File: config.mk
export PLATFORM = sky130hd
export DESIGN_NAME = lsu_unit
export DESIGN_NICKNAME = d
export VERILOG_FILES = /design/src/rtl/lsu_unit.sv
export SDC_FILE = /design/constraint.sdc
export NUM_CORES = 1
export LEC_CHECK = 0
export CORE_AREA = 8 8 149 151
export DETAILED_ROUTE_END_ITERATION = 10
export DIE_AREA = 0 0 157 159
export GPL_TIMING_DRIVEN = 0
export PLACE_DENSITY = 0.65
export RECOVER_POWER = 100
export SETUP_SLACK_MARGIN = 0.05
export SLEW_MARGIN = 40
export SYNTH_ARGS = -nofsm -noshare
export SYNTH_HDL_FRONTEND = slang
export SYNTH_SLANG_ARGS = --single-unit
File: constraint.sdc
create_clock -name clk_i -period 3.75 [get_ports clk_i]
set_clock_uncertainty 0.1 [all_clocks]
set_input_delay 0.75 -clock clk_i [delete_from_list [all_inputs] [get_ports clk_i]]
set_output_delay 0.75 -clock clk_i [all_outputs]
set_load 0.005 [all_outputs]
File: src/rtl/lsu_unit.sv
// Load/store unit: formats stores, extends loads, runs a req/gnt/rvalid handshake to data memory
// and raises misaligned, illegal-size and bus-timeout exceptions.
module lsu_unit #(
    parameter int unsigned TIMEOUT = 255
) (
    input  logic        clk_i,
    input  logic        rst_ni,
    input  logic        lsu_valid_i,
    output logic        lsu_ready_o,
    input  logic        lsu_we_i,
    input  logic [2:0]  lsu_funct3_i,
    input  logic [31:0] alu_result_i,
    input  logic [31:0] store_data_i,
    output logic [31:0] load_data_o,
    output logic        load_valid_o,
    output logic        store_done_o,
    output logic        exc_o,
    output logic [1:0]  exc_cause_o,
    output logic        dmem_req_o,
    input  logic        dmem_gnt_i,
    output logic        dmem_we_o,
    output logic [3:0]  dmem_be_o,
    output logic [31:0] dmem_addr_o,
    output logic [31:0] dmem_wdata_o,
    input  logic        dmem_rvalid_i,
    input  logic [31:0] dmem_rdata_i
);

    localparam int unsigned CntW   = (TIMEOUT > 1) ? $clog2(TIMEOUT + 1) : 1;
    // cnt_q equals (cycle index - 1) in REQ/WAIT, so the exception pulse lands TIMEOUT cycles
    // after the accept cycle.
    localparam int unsigned HitCnt = (TIMEOUT >= 2) ? TIMEOUT - 2 : 0;

    localparam logic [1:0] CauseMisaligned = 2'b01;
    localparam logic [1:0] CauseIllegal    = 2'b10;
    localparam logic [1:0] CauseTimeout    = 2'b11;

    typedef enum logic [1:0] {StIdle, StReq, StWait} state_e;

    state_e state_q, state_d;

    logic [31:0]     addr_q, addr_d;
    logic            we_q, we_d;
    logic [2:0]      funct3_q, funct3_d;
    logic [3:0]      be_q, be_d;
    logic [31:0]     wdata_q, wdata_d;
    logic [CntW-1:0] cnt_q, cnt_d;
    logic [31:0]     load_data_q, load_data_d;
    logic            load_valid_q, load_valid_d;
    logic            store_done_q, store_done_d;
    logic            exc_q, exc_d;
    logic [1:0]      cause_q, cause_d;

    logic        accept;
    logic        illegal;
    logic        misaligned;
    logic        timeout_hit;
    logic [1:0]  size;
    logic [31:0] rdata_shifted;
    logic [31:0] load_ext;

    assign accept = lsu_valid_i & (state_q == StIdle);
    assign size   = lsu_funct3_i[1:0];

    always_comb begin
        if (lsu_we_i) begin
            illegal = lsu_funct3_i[2] | (size == 2'b11);
        end else begin
            illegal = (size == 2'b11) | (lsu_funct3_i == 3'b110);
        end
        misaligned = ((size == 2'b01) & alu_result_i[0]) |
                     ((size == 2'b10) & (alu_result_i[1:0] != 2'b00));
    end

    assign timeout_hit = (TIMEOUT != 0) && (cnt_q == CntW'(HitCnt));

    // Bring the addressed byte/half down to lane 0; legal halves are even so one shift serves both.
    assign rdata_shifted = dmem_rdata_i >> {addr_q[1:0], 3'b000};

    always_comb begin
        case (funct3_q)
            3'b000:  load_ext = {{24{rdata_shifted[7]}}, rdata_shifted[7:0]};
            3'b100:  load_ext = {24'h000000, rdata_shifted[7:0]};
            3'b001:  load_ext = {{16{rdata_shifted[15]}}, rdata_shifted[15:0]};
            3'b101:  load_ext = {16'h0000, rdata_shifted[15:0]};
            default: load_ext = dmem_rdata_i;
        endcase
    end

    always_comb begin
        state_d      = state_q;
        addr_d       = addr_q;
        we_d         = we_q;
        funct3_d     = funct3_q;
        be_d         = be_q;
        wdata_d      = wdata_q;
        cnt_d        = cnt_q;
        load_data_d  = load_data_q;
        load_valid_d = 1'b0;
        store_done_d = 1'b0;
        exc_d        = 1'b0;
        cause_d      = cause_q;

        if (accept) begin
            cnt_d = '0;
        end else if (state_q != StIdle) begin
            cnt_d = cnt_q + CntW'(1);
        end

        unique case (state_q)
            StIdle: begin
                if (accept) begin
                    addr_d   = alu_result_i;
                    we_d     = lsu_we_i;
                    funct3_d = lsu_funct3_i;
                    if (illegal) begin
                        exc_d   = 1'b1;
                        cause_d = CauseIllegal;
                    end else if (misaligned) begin
                        exc_d   = 1'b1;
                        cause_d = CauseMisaligned;
                    end else begin
                        case (size)
                            2'b00: begin
                                be_d    = 4'b0001 << alu_result_i[1:0];
                                wdata_d = {4{store_data_i[7:0]}};
                            end
                            2'b01: begin
                                be_d    = 4'b0011 << {alu_result_i[1], 1'b0};
                                wdata_d = {2{store_data_i[15:0]}};
                            end
                            default: begin
                                be_d    = 4'b1111;
                                wdata_d = store_data_i;
                            end
                        endcase
                        state_d = StReq;
                    end
                end
            end
            StReq: begin
                if (dmem_gnt_i && we_q) begin
                    store_done_d = 1'b1;
                    state_d      = StIdle;
                end else if (timeout_hit) begin
                    exc_d   = 1'b1;
                    cause_d = CauseTimeout;
                    state_d = StIdle;
                end else if (dmem_gnt_i) begin
                    state_d = StWait;
                end
            end
            StWait: begin
                if (dmem_rvalid_i) begin
                    load_valid_d = 1'b1;
                    load_data_d  = load_ext;
                    state_d      = StIdle;
                end else if (timeout_hit) begin
                    exc_d   = 1'b1;
                    cause_d = CauseTimeout;
                    state_d = StIdle;
                end
            end
            default: state_d = StIdle;
        endcase
    end

    always_ff @(posedge clk_i or negedge rst_ni) begin
        if (!rst_ni) begin
            state_q      <= StIdle;
            addr_q       <= '0;
            we_q         <= 1'b0;
            funct3_q     <= '0;
            be_q         <= '0;
            wdata_q      <= '0;
            cnt_q        <= '0;
            load_data_q  <= '0;
            load_valid_q <= 1'b0;
            store_done_q <= 1'b0;
            exc_q        <= 1'b0;
            cause_q      <= '0;
        end else begin
            state_q      <= state_d;
            addr_q       <= addr_d;
            we_q         <= we_d;
            funct3_q     <= funct3_d;
            be_q         <= be_d;
            wdata_q      <= wdata_d;
            cnt_q        <= cnt_d;
            load_data_q  <= load_data_d;
            load_valid_q <= load_valid_d;
            store_done_q <= store_done_d;
            exc_q        <= exc_d;
            cause_q      <= cause_d;
        end
    end

    assign lsu_ready_o  = (state_q == StIdle);
    assign dmem_req_o   = (state_q == StReq);
    assign dmem_we_o    = we_q;
    assign dmem_be_o    = be_q;
    assign dmem_addr_o  = {addr_q[31:2], 2'b00};
    assign dmem_wdata_o = wdata_q;
    assign load_data_o  = load_data_q;
    assign load_valid_o = load_valid_q;
    assign store_done_o = store_done_q;
    assign exc_o        = exc_q;
    assign exc_cause_o  = cause_q;

endmodule
==> impl_metrics.tcl <==
set metrics [dict create \
    cp_common_cell "clkbuf_1" \
    critical_path_buf_inv_count 3 \
    switching_share 0.328 \
    cp-start-kind "input port" \
    drt_pass1_iterations 4 \
    cp.required_ns 3.95 \
    fp-row-count 52 \
    fmax_mhz 328 \
    setup_ws_ns 0.698 \
    power_leakage_nw 3.78 \
    drt_iter0_drc 152 \
    dp.cells 1024 \
    p_seq_frac 0.321 \
    ir_worst_vdd_mv 0.339 \
    met3_usage 0.0752 \
    reg2reg_depth 7 \
    syn_to_final_growth_pct 51.6 \
    critical_path.top_delay_family "buffers and inverters" \
    layout.cells.non_filler 1057 \
    reg2reg_to "dmem_wdata_o[6]" \
    synthFlopType "dfrtp_1" \
    place_worst_setup_slack_ns 0.872 \
    failed_checks "capacitance limit, slew limit" \
    fill_cells 1922 \
    p_per_area_mw_per_mm2 780 \
    grt_use_met2 0.256 \
    holdWs_ns 0.144 \
    start_util 0.294 \
    numCtsBuffers 17 \
    cp-end-kind "register" \
    route.detailed.drc 0 \
    yosysTopAreaCellShare 0.511 \
    slew_headroom -0.0923 \
    ys_types 52 \
    synth_seq_cells 119 \
    clkPwrFrac 0.243 \
    outcome "complete, but fails checks" \
    ios 213 \
    post_cts_buffers 0 \
    hold_buffers 0 \
    min_period_ns 3.05 \
    routed_wl_um 19300 \
    synth_edf_count 0 \
    pwr-share-comb 0.436 \
    die_w_um 157 \
    hp-class "input port to async pin" \
    ys_seq_area_frac 0.511 \
    hpwlAfterDp_um 14700 \
    ant_nets 0 \
    htree_levels 4 \
    worstPathArrival_ns 3.25 \
    via_count 4924 \
    syn_inst 544 \
    layout-drive-gt1-share 0.154 \
    internal_power_w 0.00463 \
    grtUsageTotal 0.157 \
    setup_viol 0 \
    cts_num_sinks 119 \
    synth_most_common_cell "dfrtp_1" \
    path_class "input port to register" \
    grt_pass1_vias 5275 \
    synth_top_cells_by_count "119 x dfrtp_1, 55 x o21ai_0, 50 x nand2_1, 40 x mux2_2, 37 x a21oi_1" \
    place_congestion 0.845 \
    cts_tree "done" \
    p_total_w 0.00690 \
    cts.path.max_buffers 2 \
    grt.overflow.total 0 \
    grt_max_degree 66 \
    busiest_layer "met2" \
    grt_pass1_wl_um 30000 \
    r2r_slack_ns 1.00 \
    ctsResizeCount 0 \
    critical-path-slowest-cell "dlygate4sd3_1" \
    critical-path-max-stage-delay_ns 0.72 \
    cts.reportedPaths.clkPinSlew_ns 0.06 \
    clk_latency_ns 0.42 \
    hold_viol 0 \
    async_flop_share 1.00 \
    die_y_um 159 \
    p_sw_w 0.00227 \
    crit_fanout 10 \
    routed_via_density 4.66 \
    rsz0062_at_grt "no" \
    path_cells "dlygate4sd3_1 -> a221oi_1 -> o21bai_2 -> clkbuf_1 -> clkbuf_1 -> mux2_1" \
    worstMarginPinSlew_ns 1.64 \
    core_area_mm2 0.0198 \
    met1_usage 0.181 \
    slew_violations 66 \
    yosys.area.top_type "dfrtp_1" \
    min_period_over_period 0.814 \
    finalSetupTns_ns 0 \
    rr_startpoint "state_q[0]" \
    portBuffers 208 \
    synth_warnings 0 \
    die-area_mm2 0.0250 \
    drv_cap 1 \
    root_buffer "clkbuf_16" \
    syn_area_mm2 0.00583 \
    antenna_found_initial 1 \
    synthTopCellsByArea "dfrtp_1 51%, mux2_2 7.7%, mux2i_1 5.7%, o21ai_0 4.7%, buf_4 4.2%" \
    synth_area_per_cell_um2 10.7 \
    wl_per_cell_um 18.3 \
    fin_nets 884 \
]
==> power by group through the flow <==
stage / combinational, W / sequential (W) / clock, W
2_1_floorplan: 0.00152 / 0.00223 / 0
3_3_place_gp: 0.00326 / 0.00223 / 0
3_5_place_dp: 0.00329 / 0.00226 / 0
4_1_cts: 0.00331 / 0.00224 / 0.00173
5_1_grt: 0.00330 / 0.00231 / 0.00178
6_report: 0.00301 / 0.00222 / 0.00167
==> area by class of cell <==
cell class | instances | area [µm²] | share of cell area
Sequential cell | 119 | 2980 | 0.337
Multi-Input combinational cell | 351 | 2410 | 0.272
Timing Repair Buffer | 209 | 2090 | 0.237
Clock buffer | 17 | 425 | 0.0481
Buffer | 69 | 395 | 0.0447
Tap cell | 270 | 338 | 0.0382
Clock inverter | 15 | 181 | 0.0205
Inverter | 6 | 22.5 | 0.00255
Antenna cell | 1 | 2.50 | 0.000283
==> placed cells by master (no fill, tap or decap), types with 6 or more instances in the layout <==
cell | Yosys | routed
a2bb2oi_1 | 9 | 9
a21oi_1 | 37 | 37
clkdlybuf4s50_1 | 0 | 97
mux2i_1 | 33 | 33
inv_1 | 5 | 6
ha_1 | 6 | 6
nor2_1 | 29 | 29
nand2_1 | 50 | 51
buf_4 | 33 | 33
o22ai_1 | 24 | 24
mux2_2 | 40 | 40
dfrtp_1 | 119 | 119
clkbuf_16 | 0 | 17
dlygate4sd3_1 | 0 | 110
o21ai_0 | 55 | 55
clkbuf_1 | 19 | 27
nand3b_1 | 9 | 9
o2bb2ai_1 | 7 | 7
==> layer usage <==
metal  part of all wire  wire [µm]  vias up
met5                  0          0        -
met4             0.0063        121        0
met3               0.10       2010       11
met2               0.47       9130      171
met1               0.42       8080     2363
li1                   -          -     2379
==> kinds of logic (layout without fill, tap and decap cells) <==
group,after synthesis,after routing,share of synthesized area
other,1,3,0.000643
adder cells (fa/ha/maj),6,6,0.0129
AO/OA/AOI/OAI,151,151,0.156
flip-flops,119,119,0.511
AND/OR/NAND/NOR,114,114,0.0957
buffers and inverters,75,316,0.0747
multiplexers,78,78,0.149
==> sequential cells by signal, summed over array words and instances, names as in the netlist <==
register and cells:
store_done_o 1, dmem_be_o 4, dmem_we_o 1, cnt_q 8, load_data_o 32, exc_cause_o 2
load_valid_o 1, exc_o 1, dmem_wdata_o 32, addr_q 32, state_q 2, funct3_q 3
==> through the flow <==
step / utilization / cell area (µm²)
floorplan: - / 5840
global placement: 0.416 / 8260
detailed placement: 0.418 / 8290
CTS: 0.448 / 8890
global route: 0.446 / 8840
finish: 0.446 / 8840
==> worst max-delay path by stage <==
stage	startpoint	endpoint	slack, ns	cells past startpoint
final	alu_result_i[0]	dmem_wdata_o[6]	0.70	6
after global routing	alu_result_i[0]	dmem_wdata_o[6]	0.57	6
after CTS	state_q[0]	lsu_ready_o	1.16	3
after detailed placement	alu_result_i[0]	dmem_wdata_o[19]	0.87	7
after global placement	rst_ni	dmem_wdata_o[4]	-3.23	1
after floorplan	lsu_funct3_i[0]	dmem_wdata_o[5]	1.67	6
==> worst reg2reg max path, cell delays in order, from the launching register on <==
cell      delay, ns
dfrtp_1        0.38
inv_1          0.08
ha_1           0.26
nand2_1        0.27
o21bai_2       0.20
clkbuf_1       0.53
clkbuf_1       0.45
mux2_1         0.38
Power figures use the tool's default switching activity.
